## src/rtl/fetch_pkg.sv

```systemverilog
// Shared definitions for the instruction fetch stage: FSM states,
// default geometry and the FIFO entry width helper.
package fetch_pkg;

  localparam int unsigned XLEN         = 32;
  localparam int unsigned ADDR_W_DEF   = 16;
  localparam logic [31:0] RESET_PC_DEF = '0;

  typedef enum logic [1:0] {
    ST_BOOT   = 2'd0,
    ST_RUN    = 2'd1,
    ST_HALTED = 2'd2
  } fetch_state_e;

  // One skid FIFO entry carries {pc, instr}.
  function automatic int unsigned entry_width(input int unsigned addr_w);
    return XLEN + addr_w;
  endfunction

endpackage

```

## src/rtl/instruction_fetch_if.sv

```systemverilog
// Fetch-stage bus: memory request/response, decode handshake and
// redirect/halt control. master = fetch stage, slave = its environment.
interface instruction_fetch_if;

  logic [31:0] imem_addr;
  logic        imem_rd_en;
  logic [31:0] imem_instr;
  logic        imem_ready;

  logic [31:0] if_instr;
  logic [31:0] if_pc;
  logic        if_valid;
  logic        id_stall;

  logic        redirect_valid;
  logic [31:0] redirect_pc;
  logic        fetch_halt;
  logic        fetch_halted;

  modport master (
    output imem_addr, imem_rd_en, if_instr, if_pc, if_valid, fetch_halted,
    input  imem_instr, imem_ready, id_stall, redirect_valid, redirect_pc, fetch_halt
  );

  modport slave (
    input  imem_addr, imem_rd_en, if_instr, if_pc, if_valid, fetch_halted,
    output imem_instr, imem_ready, id_stall, redirect_valid, redirect_pc, fetch_halt
  );

endinterface

```

## src/rtl/fetch_fifo.sv

```systemverilog
// Synchronous skid FIFO with flush; head is presented combinationally.
module fetch_fifo #(
  parameter int unsigned WIDTH = 48,
  parameter int unsigned DEPTH = 2,
  localparam int unsigned CNT_W = $clog2(DEPTH + 1),
  localparam int unsigned PTR_W = (DEPTH > 1) ? $clog2(DEPTH) : 1
) (
  input  logic             clk,
  input  logic             rst_n,
  input  logic             i_push,
  input  logic             i_pop,
  input  logic             i_flush,
  input  logic [WIDTH-1:0] i_data,
  output logic [WIDTH-1:0] o_data,
  output logic [CNT_W-1:0] o_count,
  output logic             o_empty
);

  logic [WIDTH-1:0] r_mem [DEPTH];
  logic [PTR_W-1:0] r_wr_ptr;
  logic [PTR_W-1:0] r_rd_ptr;
  logic [CNT_W-1:0] r_count;

  // Pointer/count bookkeeping and storage; flush wins over push/pop.
  always_ff @(posedge clk or negedge rst_n) begin
    if (!rst_n) begin
      r_wr_ptr <= '0;
      r_rd_ptr <= '0;
      r_count  <= '0;
      for (int unsigned i = 0; i < DEPTH; i++) r_mem[i] <= '0;
    end else if (i_flush) begin
      r_wr_ptr <= '0;
      r_rd_ptr <= '0;
      r_count  <= '0;
    end else begin
      if (i_push) begin
        r_mem[r_wr_ptr] <= i_data;
        r_wr_ptr <= (r_wr_ptr == PTR_W'(DEPTH - 1)) ? '0 : r_wr_ptr + PTR_W'(1);
      end
      if (i_pop) begin
        r_rd_ptr <= (r_rd_ptr == PTR_W'(DEPTH - 1)) ? '0 : r_rd_ptr + PTR_W'(1);
      end
      case ({i_push, i_pop})
        2'b10:   r_count <= r_count + CNT_W'(1);
        2'b01:   r_count <= r_count - CNT_W'(1);
        default: r_count <= r_count;
      endcase
    end
  end

  assign o_data  = r_mem[r_rd_ptr];
  assign o_count = r_count;
  assign o_empty = (r_count == '0);

endmodule

```

## src/rtl/instruction_fetch.sv

```systemverilog
// Fetch stage: PC register, BOOT/RUN/HALTED control, one memory read per
// cycle, and a skid FIFO presenting {pc, instr} to decode.
module instruction_fetch
  import fetch_pkg::*;
#(
  parameter int unsigned ADDR_W   = ADDR_W_DEF,
  parameter int unsigned DEPTH    = 2,
  parameter logic [31:0] RESET_PC = RESET_PC_DEF
) (
  input  logic                 clk,
  input  logic                 rst_n,
  instruction_fetch_if.master  bus
);

  localparam int unsigned ENTRY_W = entry_width(ADDR_W);
  localparam int unsigned CNT_W   = $clog2(DEPTH + 1);

  fetch_state_e        r_state;
  logic                r_halted;
  logic [ADDR_W-1:0]   r_pc;
  logic [ENTRY_W-1:0]  r_hold;

  logic [ENTRY_W-1:0]  w_head;
  logic [ENTRY_W-1:0]  w_out;
  logic [CNT_W-1:0]    w_count;
  logic                w_empty;
  logic                w_pop;
  logic                w_room;
  logic                w_issue;
  logic                w_push;
  logic                w_unused_rpc;

  assign w_pop   = !w_empty && !bus.id_stall && !bus.redirect_valid;
  // Equivalent to (count - pop < DEPTH) without unsigned underflow.
  assign w_room  = (w_count < CNT_W'(DEPTH)) || w_pop;
  assign w_issue = (r_state == ST_RUN) && !bus.fetch_halt && !bus.redirect_valid && w_room;
  assign w_push  = w_issue && bus.imem_ready;

  assign bus.imem_rd_en = w_issue;
  assign bus.imem_addr  = 32'(r_pc);

  // Only the low ADDR_W bits of the redirect target are meaningful.
  assign w_unused_rpc = ^bus.redirect_pc;

  fetch_fifo #(
    .WIDTH (ENTRY_W),
    .DEPTH (DEPTH)
  ) u_fifo (
    .clk     (clk),
    .rst_n   (rst_n),
    .i_push  (w_push),
    .i_pop   (w_pop),
    .i_flush (bus.redirect_valid),
    .i_data  ({r_pc, bus.imem_instr}),
    .o_data  (w_head),
    .o_count (w_count),
    .o_empty (w_empty)
  );

  // Control FSM; redirect forces RUN from any state.
  always_ff @(posedge clk or negedge rst_n) begin
    if (!rst_n) begin
      r_state  <= ST_BOOT;
      r_halted <= 1'b0;
    end else if (bus.redirect_valid) begin
      r_state  <= ST_RUN;
      r_halted <= 1'b0;
    end else begin
      case (r_state)
        ST_BOOT: begin
          r_state  <= ST_RUN;
          r_halted <= 1'b0;
        end
        ST_RUN: begin
          if (bus.fetch_halt) begin
            r_state  <= ST_HALTED;
            r_halted <= 1'b1;
          end
        end
        ST_HALTED: begin
          r_state  <= ST_HALTED;
          r_halted <= 1'b1;
        end
        default: begin
          r_state  <= ST_BOOT;
          r_halted <= 1'b0;
        end
      endcase
    end
  end

  // PC: load redirect target, otherwise advance only on an accepted read.
  always_ff @(posedge clk or negedge rst_n) begin
    if (!rst_n) begin
      r_pc <= RESET_PC[ADDR_W-1:0];
    end else if (bus.redirect_valid) begin
      r_pc <= bus.redirect_pc[ADDR_W-1:0];
    end else if (w_push) begin
      r_pc <= r_pc + ADDR_W'(1);
    end
  end

  // Remember the last presented entry so outputs hold while the FIFO is empty.
  always_ff @(posedge clk or negedge rst_n) begin
    if (!rst_n) begin
      r_hold <= '0;
    end else if (!w_empty) begin
      r_hold <= w_head;
    end
  end

  assign w_out            = w_empty ? r_hold : w_head;
  assign bus.if_valid     = !w_empty;
  assign bus.if_instr     = w_out[31:0];
  assign bus.if_pc        = 32'(w_out[ENTRY_W-1:32]);
  assign bus.fetch_halted = r_halted;

endmodule

```

## src/flat_wrapper.sv

```systemverilog
// flat-port wrapper written by rule: the top's interface ports become plain ports
module instruction_fetch_flat import fetch_pkg::*;
#(
  parameter int unsigned ADDR_W   = ADDR_W_DEF,
  parameter int unsigned DEPTH    = 2,
  parameter logic [31:0] RESET_PC = RESET_PC_DEF
)
  (clk, rst_n, bus_imem_addr, bus_imem_rd_en, bus_if_instr, bus_if_pc, bus_if_valid, bus_fetch_halted, bus_imem_instr, bus_imem_ready, bus_id_stall, bus_redirect_valid, bus_redirect_pc, bus_fetch_halt);
  instruction_fetch_if bus_i ();
  input  logic clk;
  input  logic rst_n;
  output wire logic [$bits(bus_i.imem_addr)-1:0] bus_imem_addr;
  output wire logic [$bits(bus_i.imem_rd_en)-1:0] bus_imem_rd_en;
  output wire logic [$bits(bus_i.if_instr)-1:0] bus_if_instr;
  output wire logic [$bits(bus_i.if_pc)-1:0] bus_if_pc;
  output wire logic [$bits(bus_i.if_valid)-1:0] bus_if_valid;
  output wire logic [$bits(bus_i.fetch_halted)-1:0] bus_fetch_halted;
  input wire logic [$bits(bus_i.imem_instr)-1:0] bus_imem_instr;
  input wire logic [$bits(bus_i.imem_ready)-1:0] bus_imem_ready;
  input wire logic [$bits(bus_i.id_stall)-1:0] bus_id_stall;
  input wire logic [$bits(bus_i.redirect_valid)-1:0] bus_redirect_valid;
  input wire logic [$bits(bus_i.redirect_pc)-1:0] bus_redirect_pc;
  input wire logic [$bits(bus_i.fetch_halt)-1:0] bus_fetch_halt;
  assign bus_imem_addr = bus_i.imem_addr;
  assign bus_imem_rd_en = bus_i.imem_rd_en;
  assign bus_if_instr = bus_i.if_instr;
  assign bus_if_pc = bus_i.if_pc;
  assign bus_if_valid = bus_i.if_valid;
  assign bus_fetch_halted = bus_i.fetch_halted;
  assign bus_i.imem_instr = bus_imem_instr;
  assign bus_i.imem_ready = bus_imem_ready;
  assign bus_i.id_stall = bus_id_stall;
  assign bus_i.redirect_valid = bus_redirect_valid;
  assign bus_i.redirect_pc = bus_redirect_pc;
  assign bus_i.fetch_halt = bus_fetch_halt;
  instruction_fetch #(.ADDR_W(ADDR_W), .DEPTH(DEPTH), .RESET_PC(RESET_PC)) u_core (.clk(clk), .rst_n(rst_n), .bus(bus_i));
endmodule
```

## config.mk

```make
export PLATFORM = sky130hd
export DESIGN_NAME = instruction_fetch_flat
export DESIGN_NICKNAME = d
export VERILOG_FILES = /design/src/rtl/fetch_pkg.sv /design/src/rtl/instruction_fetch_if.sv /design/src/rtl/fetch_fifo.sv /design/src/rtl/instruction_fetch.sv /design/src/flat_wrapper.sv
export SDC_FILE = /design/constraint.sdc
export NUM_CORES = 1
export LEC_CHECK = 0
export ABC_AREA = 1
export CORE_ASPECT_RATIO = 0.7
export CORE_MARGIN = 4
export CORE_UTILIZATION = 45
export CTS_CLUSTER_DIAMETER = 100
export CTS_CLUSTER_SIZE = 14
export DETAILED_ROUTE_END_ITERATION = 7
export GPL_TIMING_DRIVEN = 0
export HOLD_SLACK_MARGIN = 0.15
export PLACE_DENSITY = 0.73
export SYNTH_ARGS = -nofsm -noshare
export SYNTH_HDL_FRONTEND = slang
export SYNTH_SLANG_ARGS = --single-unit
```

## constraint.sdc

```tcl
create_clock -name clk -period 2 [get_ports clk]
set_clock_uncertainty 0.05 [all_clocks]
set_input_delay 0.2 -clock clk [delete_from_list [all_inputs] [get_ports clk]]
set_output_delay 0.2 -clock clk [all_outputs]
set_load 0.005 [all_outputs]
```

# --- Yosys cells after proc, flatten, opt, wreduce, memory -nomap -nowiden ---
# Cells that the tools add are included.
# W data, S select, Z words.
op_classes:
  n_addsub: 5
  n_lt_le_gt_ge: 4
  n_eq_ne: 5
  muxes: 23
  bitwise: 3
  n_reduce_logical: 18
op_table:
  columns: ["op", "n"]
  rows:
  - ["$mux W48", 5]
  - ["$bwmux W96", 1]
  - ["$demux W48 S1", 1]
  - ["$mux W16", 2]
  - ["$add A16 B1 Y16 const B", 1]
  - ["$mux W1", 8]
  - ["$logic_and A1 B1 Y1", 7]
  - ["$mux W2", 3]
  - ["$pmux W2 S3", 1]
  - ["$eq A2 B1 Y1 const B", 2]
  - ["$eq A2 B2 Y1 const B", 2]
  - ["$ge A2 B2 Y1 const B", 2]
  - ["$logic_not A1 Y1", 4]
  - ["$logic_not A2 Y1", 2]
  - ["$not A1 Y2", 2]
  - ["$pmux W2 S2", 1]
  - ["$reduce_bool A2 Y1", 2]
  - ["$ne A3 B3 Y1 const B", 1]
  - ["$reduce_bool A3 Y1", 1]
  - ["$add A1 B1 Y1 const B", 2]
  - ["$add A2 B1 Y2 const B", 1]
  - ["$lt A2 B1 Y1 const B", 1]
  - ["$lt A2 B2 Y1 const B", 1]
  - ["$pmux W1 S2", 1]
  - ["other kinds (4)", 4]
totals:
  reg_bits: 167
  in_bits: 70
  elab_cells: 67

# --- Logic depth before layout (Yosys ltp) ---
logic_depth:
  word_depth: 10
  mapped_depth: 10
  depth_no_buf: 10

# --- Hierarchy ---
# Synthesis repeated with hierarchy kept, for this count alone.
unflattened:
  cells_unflattened: 862
  hier_area_um2: 7699.9
by_module_without_submodules:
  columns: ["module", "n_inst", "cells_each", "area_per_inst_um2", "seq_area_each_um2"]
  rows:
  - ["fetch_fifo", 1, 440, 4365.4, 2502.4]
  - ["instruction_fetch", 1, 422, 3334.4, 1651.6]

# --- Least setup slack after synthesis ---
# No wires, ideal clock.
synth_path:
  path_kind: "reg2reg"
  startpoint: "reg u_core.r_state[1]"
  endpoint: "reg u_core.u_fifo.r_mem[58] (netlist name)"
  setup_time_ns: 0.130
  arrival_time_ns: 1.396
  required_time_ns: 1.820
  slack_ns: 0.423
  path_stages_with_launch: 10
  path_buffers: 2
  period_less_slack_ns: 1.577
  cell_sequence: "dfrtp_1 -> inv_1 -> ha_1 -> nand3_2 -> nor2_4 -> nand2_2 -> buf_4 -> buf_6 -> nand2_1 -> o21ai_1"
synth_between:
  elab_chain_cells: 6
synth_lines:
  columns: ["element", "line_no", "source"]
  rows:
  - ["start: declaration", "instruction_fetch.sv:18", "fetch_state_e r_state;"]
  - ["start signal: assignment", "instruction_fetch.sv:63", "r_state <= ST_BOOT;"]
  - ["start signal: assignment", "instruction_fetch.sv:66", "r_state <= ST_RUN;"]
  - ["start signal: assignment", "instruction_fetch.sv:71", "r_state <= ST_RUN;"]
  - ["$eq A2 B1 Y1", "instruction_fetch.sv:36", "assign w_issue = (r_state == ST_RUN) && !bus.fetch_halt && !bus.redirect_valid && w_room;"]
  - ["$logic_and A1 B1 Y1 (3 in series)", "instruction_fetch.sv:36", null]
  - ["$logic_and A1 B1 Y1", "instruction_fetch.sv:37", "assign w_push = w_issue && bus.imem_ready;"]
  - ["$reduce_and A2 Y1 (no line)", null, null]
  - ["end signal: indexed assignment", "fetch_fifo.sv:37", "r_mem[r_wr_ptr] <= i_data;"]
  - ["end: declaration", "fetch_fifo.sv:19", "logic [WIDTH-1:0] r_mem [DEPTH];"]
# Every way passes these cells.
# A chain may end at the register's enable or synchronous reset.

# --- Worst setup path after layout ---
layout_path:
  startpoint: "reg u_core.u_fifo.r_count[0], in the netlist u_core.u_fifo.o_count[0]"
  endpoint: "out bus_if_instr[30]"
layout_between:
  elab_chain_cells: 2
layout_lines:
  columns: ["element", "line_no", "source"]
  rows:
  - ["start: declaration", "fetch_fifo.sv:22", "logic [CNT_W-1:0] r_count;"]
  - ["start signal: assignment", "fetch_fifo.sv:44", "2'b10: r_count <= r_count + CNT_W'(1);"]
  - ["start signal: assignment", "fetch_fifo.sv:45", "2'b01: r_count <= r_count - CNT_W'(1);"]
  - ["start signal: assignment", "fetch_fifo.sv:46", "default: r_count <= r_count;"]
  - ["$logic_not A2 Y1", "fetch_fifo.sv:53", "assign o_empty = (r_count == '0);"]
  - ["$mux W48", "instruction_fetch.sv:112", "assign w_out = w_empty ? r_hold : w_head;"]
  - ["end: declaration", "flat_wrapper.sv:14", "output wire logic [$bits(bus_i.if_instr)-1:0] bus_if_instr;"]
# Every way passes these cells.

==> results.yml <==
status:
  status: "complete, but fails checks"
  violations: "negative setup slack"
clocking:
  clkTransAtPathRegs_ns: 0.07
  cts_tree: "yes"
  clkSinkCount: 166
  cts_buffers: 17
  cts.htree.levels: 4
  clockBufferDepth: 2
  cts-root-buf: "clkbuf_16"
  clk_latency_ns: 0.43
critical_path:
  critPathMaxFanout: 8
  slowest_delay_ns: 0.39
  startpoint: "u_core.u_fifo.o_count[0]"
  rr_startpoint: "u_core.r_state[1]"
  cp_cell_sequence: "inv_2 > nand2_4 > inv_4 > buf_8 > buf_12 > buf_6 > a21oi_2 > a21oi_2 > buf_2"
  cpMostUsedCell: "a21oi_2"
  endpoint_kind: "primary output"
  worstPathArrival_ns: 1.79
  worstPathRequired_ns: 1.75
  cp_top_family: "buffers and inverters"
  critPathBufInv: 6
  path_class: "flop to primary output"
  regToRegSetupSlack_ns: 0.16
  cpMaxStageDelayCell: "dfrtp_1"
  startpoint_type: "flop"
routing:
  drc: 0
  postRouteAntennaNets: 0
  via_per_inst: 5.17
  wire_per_inst_um: 16.9
  dr_total_vias: 6576
  first_pass_iters: 5
  routed_wl_um: 21500
  drt-initial-drc-count: 511
floorplan:
  core_sq_mm: 0.0157
  die_h_um: 115
  dieArea_sq_mm: 0.0184
  chipWidth_um: 160
  io-pin-count: 169
  floorplan.initialDensity: 0.466
  rows: 38
logic_synthesis:
  ys_seq_elements: 166
  async_flop_share: 1.00
  synthDistinctLibCells: 28
  synth_ff_type: "dfrtp_1"
  synth_area_leaders: "dfrtp_1, nand2_1, a21oi_1"
  syn_inst: 850
  synth_top_area_share: 0.568
  syn-cell-area_sq_mm: 0.00731
  syn_avg_cell_area_sq_um: 8.60
  synth_top_area_cell: "dfrtp_1"
  yosys_warnings: 0
  yosysSeqAreaShare: 0.568
  synth_edf_count: 0
cells_and_area:
  nFillCells: 1272
  instances_no_fill: 1272
  drive_above_1_share: 0.265
  seqCellArea_sq_mm: 0.00416
  final_util: 0.652
  num-nets-final: 1132
  diodes: 0
  area_growth_pct: 39.9
  multi_input_area_sq_mm: 0.00289
pwr:
  internal_power_mw: 9.00
  powerDensity_mw_per_mm2: 1340
  p_switching_mw: 4.67
  ir_drop_uv: 584
  clkPwrFrac: 0.257
  comb_power_share: 0.337
  switching_share: 0.341
  power_leakage_nw: 5.03
  power_frac_seq: 0.406
timing:
  min_period_ns: 2.04
  post-route-period-util: 1.02
  worstMarginPinSlew_ns: 0.595
  setup_tns_ns: -0.0530
  finalMaxSlewViolations: 0
  setup_slack_ns: -0.0384
  fin_hold_ws_ns: 0.235
  finalSetupViolCount: 3
  finalHoldViolCount: 0
  fmax_mhz: 491
  slew_headroom: 0.604
  rsz0062_at_grt: "yes"
global_routing:
  grt_overflow: 0
  grt_max_degree: 110
  first_global_vias: 6439
  grt_pass1_wl_um: 33700
  grt_usage: 0.229
  antenna_found_initial: 0
min_path:
  hold_class: "primary input to asynchronous set/reset pin"
placed_design:
  gp_congestion: 0.876
  dp_hpwl_um: 13600
  io_buffers: 120
  place_inst: 1202
run:
  maxCapViolations: 0
-- cells by family (layout without fill, tap and decap cells) --
kind of cell / Yosys count / after routing / synth area share
buffers and inverters: 149 / 340 / 0.103
xor gates and xnor gates: 4 / 4 / 0.00479
AOI/OAI and AO/OA: 217 / 217 / 0.150
adders and majority gates: 3 / 3 / 0.00513
DFF: 166 / 166 / 0.568
other: 1 / 32 / 0.000513
and+or+nand+nor: 310 / 310 / 0.169
-- metal layers --
layer | wire, um | GRT usage | share of wire
met2 | 9810 | 0.345 | 0.46
met5 | 0 | 0 | 0
met1 | 10100 | 0.339 | 0.47
met4 | 273 | 0.0613 | 0.013
met3 | 1330 | 0.0489 | 0.062
-- timing repair --
action,in CTS,in global routing
gates resized for setup,258,109
endpoints found under the setup margin,50,49
gates cloned,1,3
setup buffers,24,12
pin swaps,36,26
hold endpoints to repair,57,0
hold buffers,1,0
-- registers in the layout, indices dropped and copies added (netlist names) --
name and cells:
u_core.u_fifo.r_wr_ptr 1, u_core.r_state 2, u_core.u_fifo.r_rd_ptr 1, u_core.u_fifo.r_mem 96, u_core.u_fifo.o_count 2, u_core.r_hold 48
u_core.r_pc 16
-- synth_stat cells, types with 7 or more instances --
cell,count
o21ai_1,71
nor2_1,65
o21ai_0,43
inv_1,72
nand3_1,21
buf_2,8
dfrtp_1,166
nand2_1,208
buf_6,7
a21oi_1,99
buf_4,34
clkbuf_1,24
-- placed cells by master, fill, tap and decap left out, types with 2 or more instances in the layout --
| cell | count |
|---|---|
| nand2_1 | 207 |
| dfrtp_1 | 165 |
| o21ai_1 | 71 |
| clkdlybuf4s50_1 | 69 |
| inv_1 | 68 |
| buf_4 | 65 |
| a21oi_2 | 51 |
| a21oi_1 | 48 |
| o21ai_0 | 43 |
| buf_2 | 43 |
| conb_1 | 32 |
| nor2_2 | 28 |
| nor2_1 | 27 |
| clkbuf_16 | 21 |
| nand3_1 | 21 |
| buf_6 | 12 |
| nor2_4 | 12 |
| clkbuf_1 | 12 |
| clkbuf_2 | 9 |
| buf_12 | 6 |
| inv_6 | 6 |
| clkbuf_8 | 5 |
| buf_8 | 5 |
| nand4_1 | 5 |
| nor3_1 | 5 |
| inv_2 | 4 |
| xor2_1 | 3 |
| bufinv_16 | 3 |
| clkinv_4 | 3 |
| nand2_2 | 2 |
| a22oi_1 | 2 |
| ha_1 | 2 |
-- worst paths after layout --
kind | endpoint | cells past startpoint
max in group asynchronous | u_core.u_fifo.r_rd_ptr | 3
hold reg to reg | u_core.u_fifo.r_mem[61] | 2
setup reg to reg | u_core.u_fifo.r_mem[58] | 9
min in group clk | u_core.u_fifo.r_mem[69] | 3
hold / removal | u_core.r_hold[12] | 2
setup / recovery | bus_if_instr[30] | 9
-- power by group through the flow --
| stage | Sequential (mW) | Clock, mW | Combinational [mW] |
|---|---|---|---|
| after floorplan | 5.24 | 0 | 2.06 |
| after global placement | 5.37 | 0 | 3.98 |
| after detailed placement | 5.39 | 0 | 4.07 |
| after CTS | 5.38 | 3.52 | 4.09 |
| after global routing | 5.68 | 3.69 | 5.10 |
| final | 5.54 | 3.51 | 4.61 |
-- area by class of cell --
cell class                      instances  area share
Buffer                                 74      0.0624
Clock buffer                           18      0.0429
Clock inverter                         14      0.0181
Inverter                               73      0.0270
Multi-Input combinational cell        566       0.282
Sequential cell                       166       0.406
Tap cell                              200      0.0245
Timing Repair Buffer                  161       0.137
-- stage by stage --
| stage | total power [mW] | worst slack, ns | cell area (sq um) |
|---|---|---|---|
| after detailed placement | 9.46 | -0.487 | 8910 |
| final | 13.7 | -0.0384 | 10200 |
| after global placement | 9.35 | -6.02 | 8880 |
| after floorplan | 7.30 | 0.423 | 7430 |
| after CTS | 13.0 | -0.113 | 9860 |
| after global routing | 14.5 | -0.0959 | 10200 |
Power figures use the tool's default switching activity.
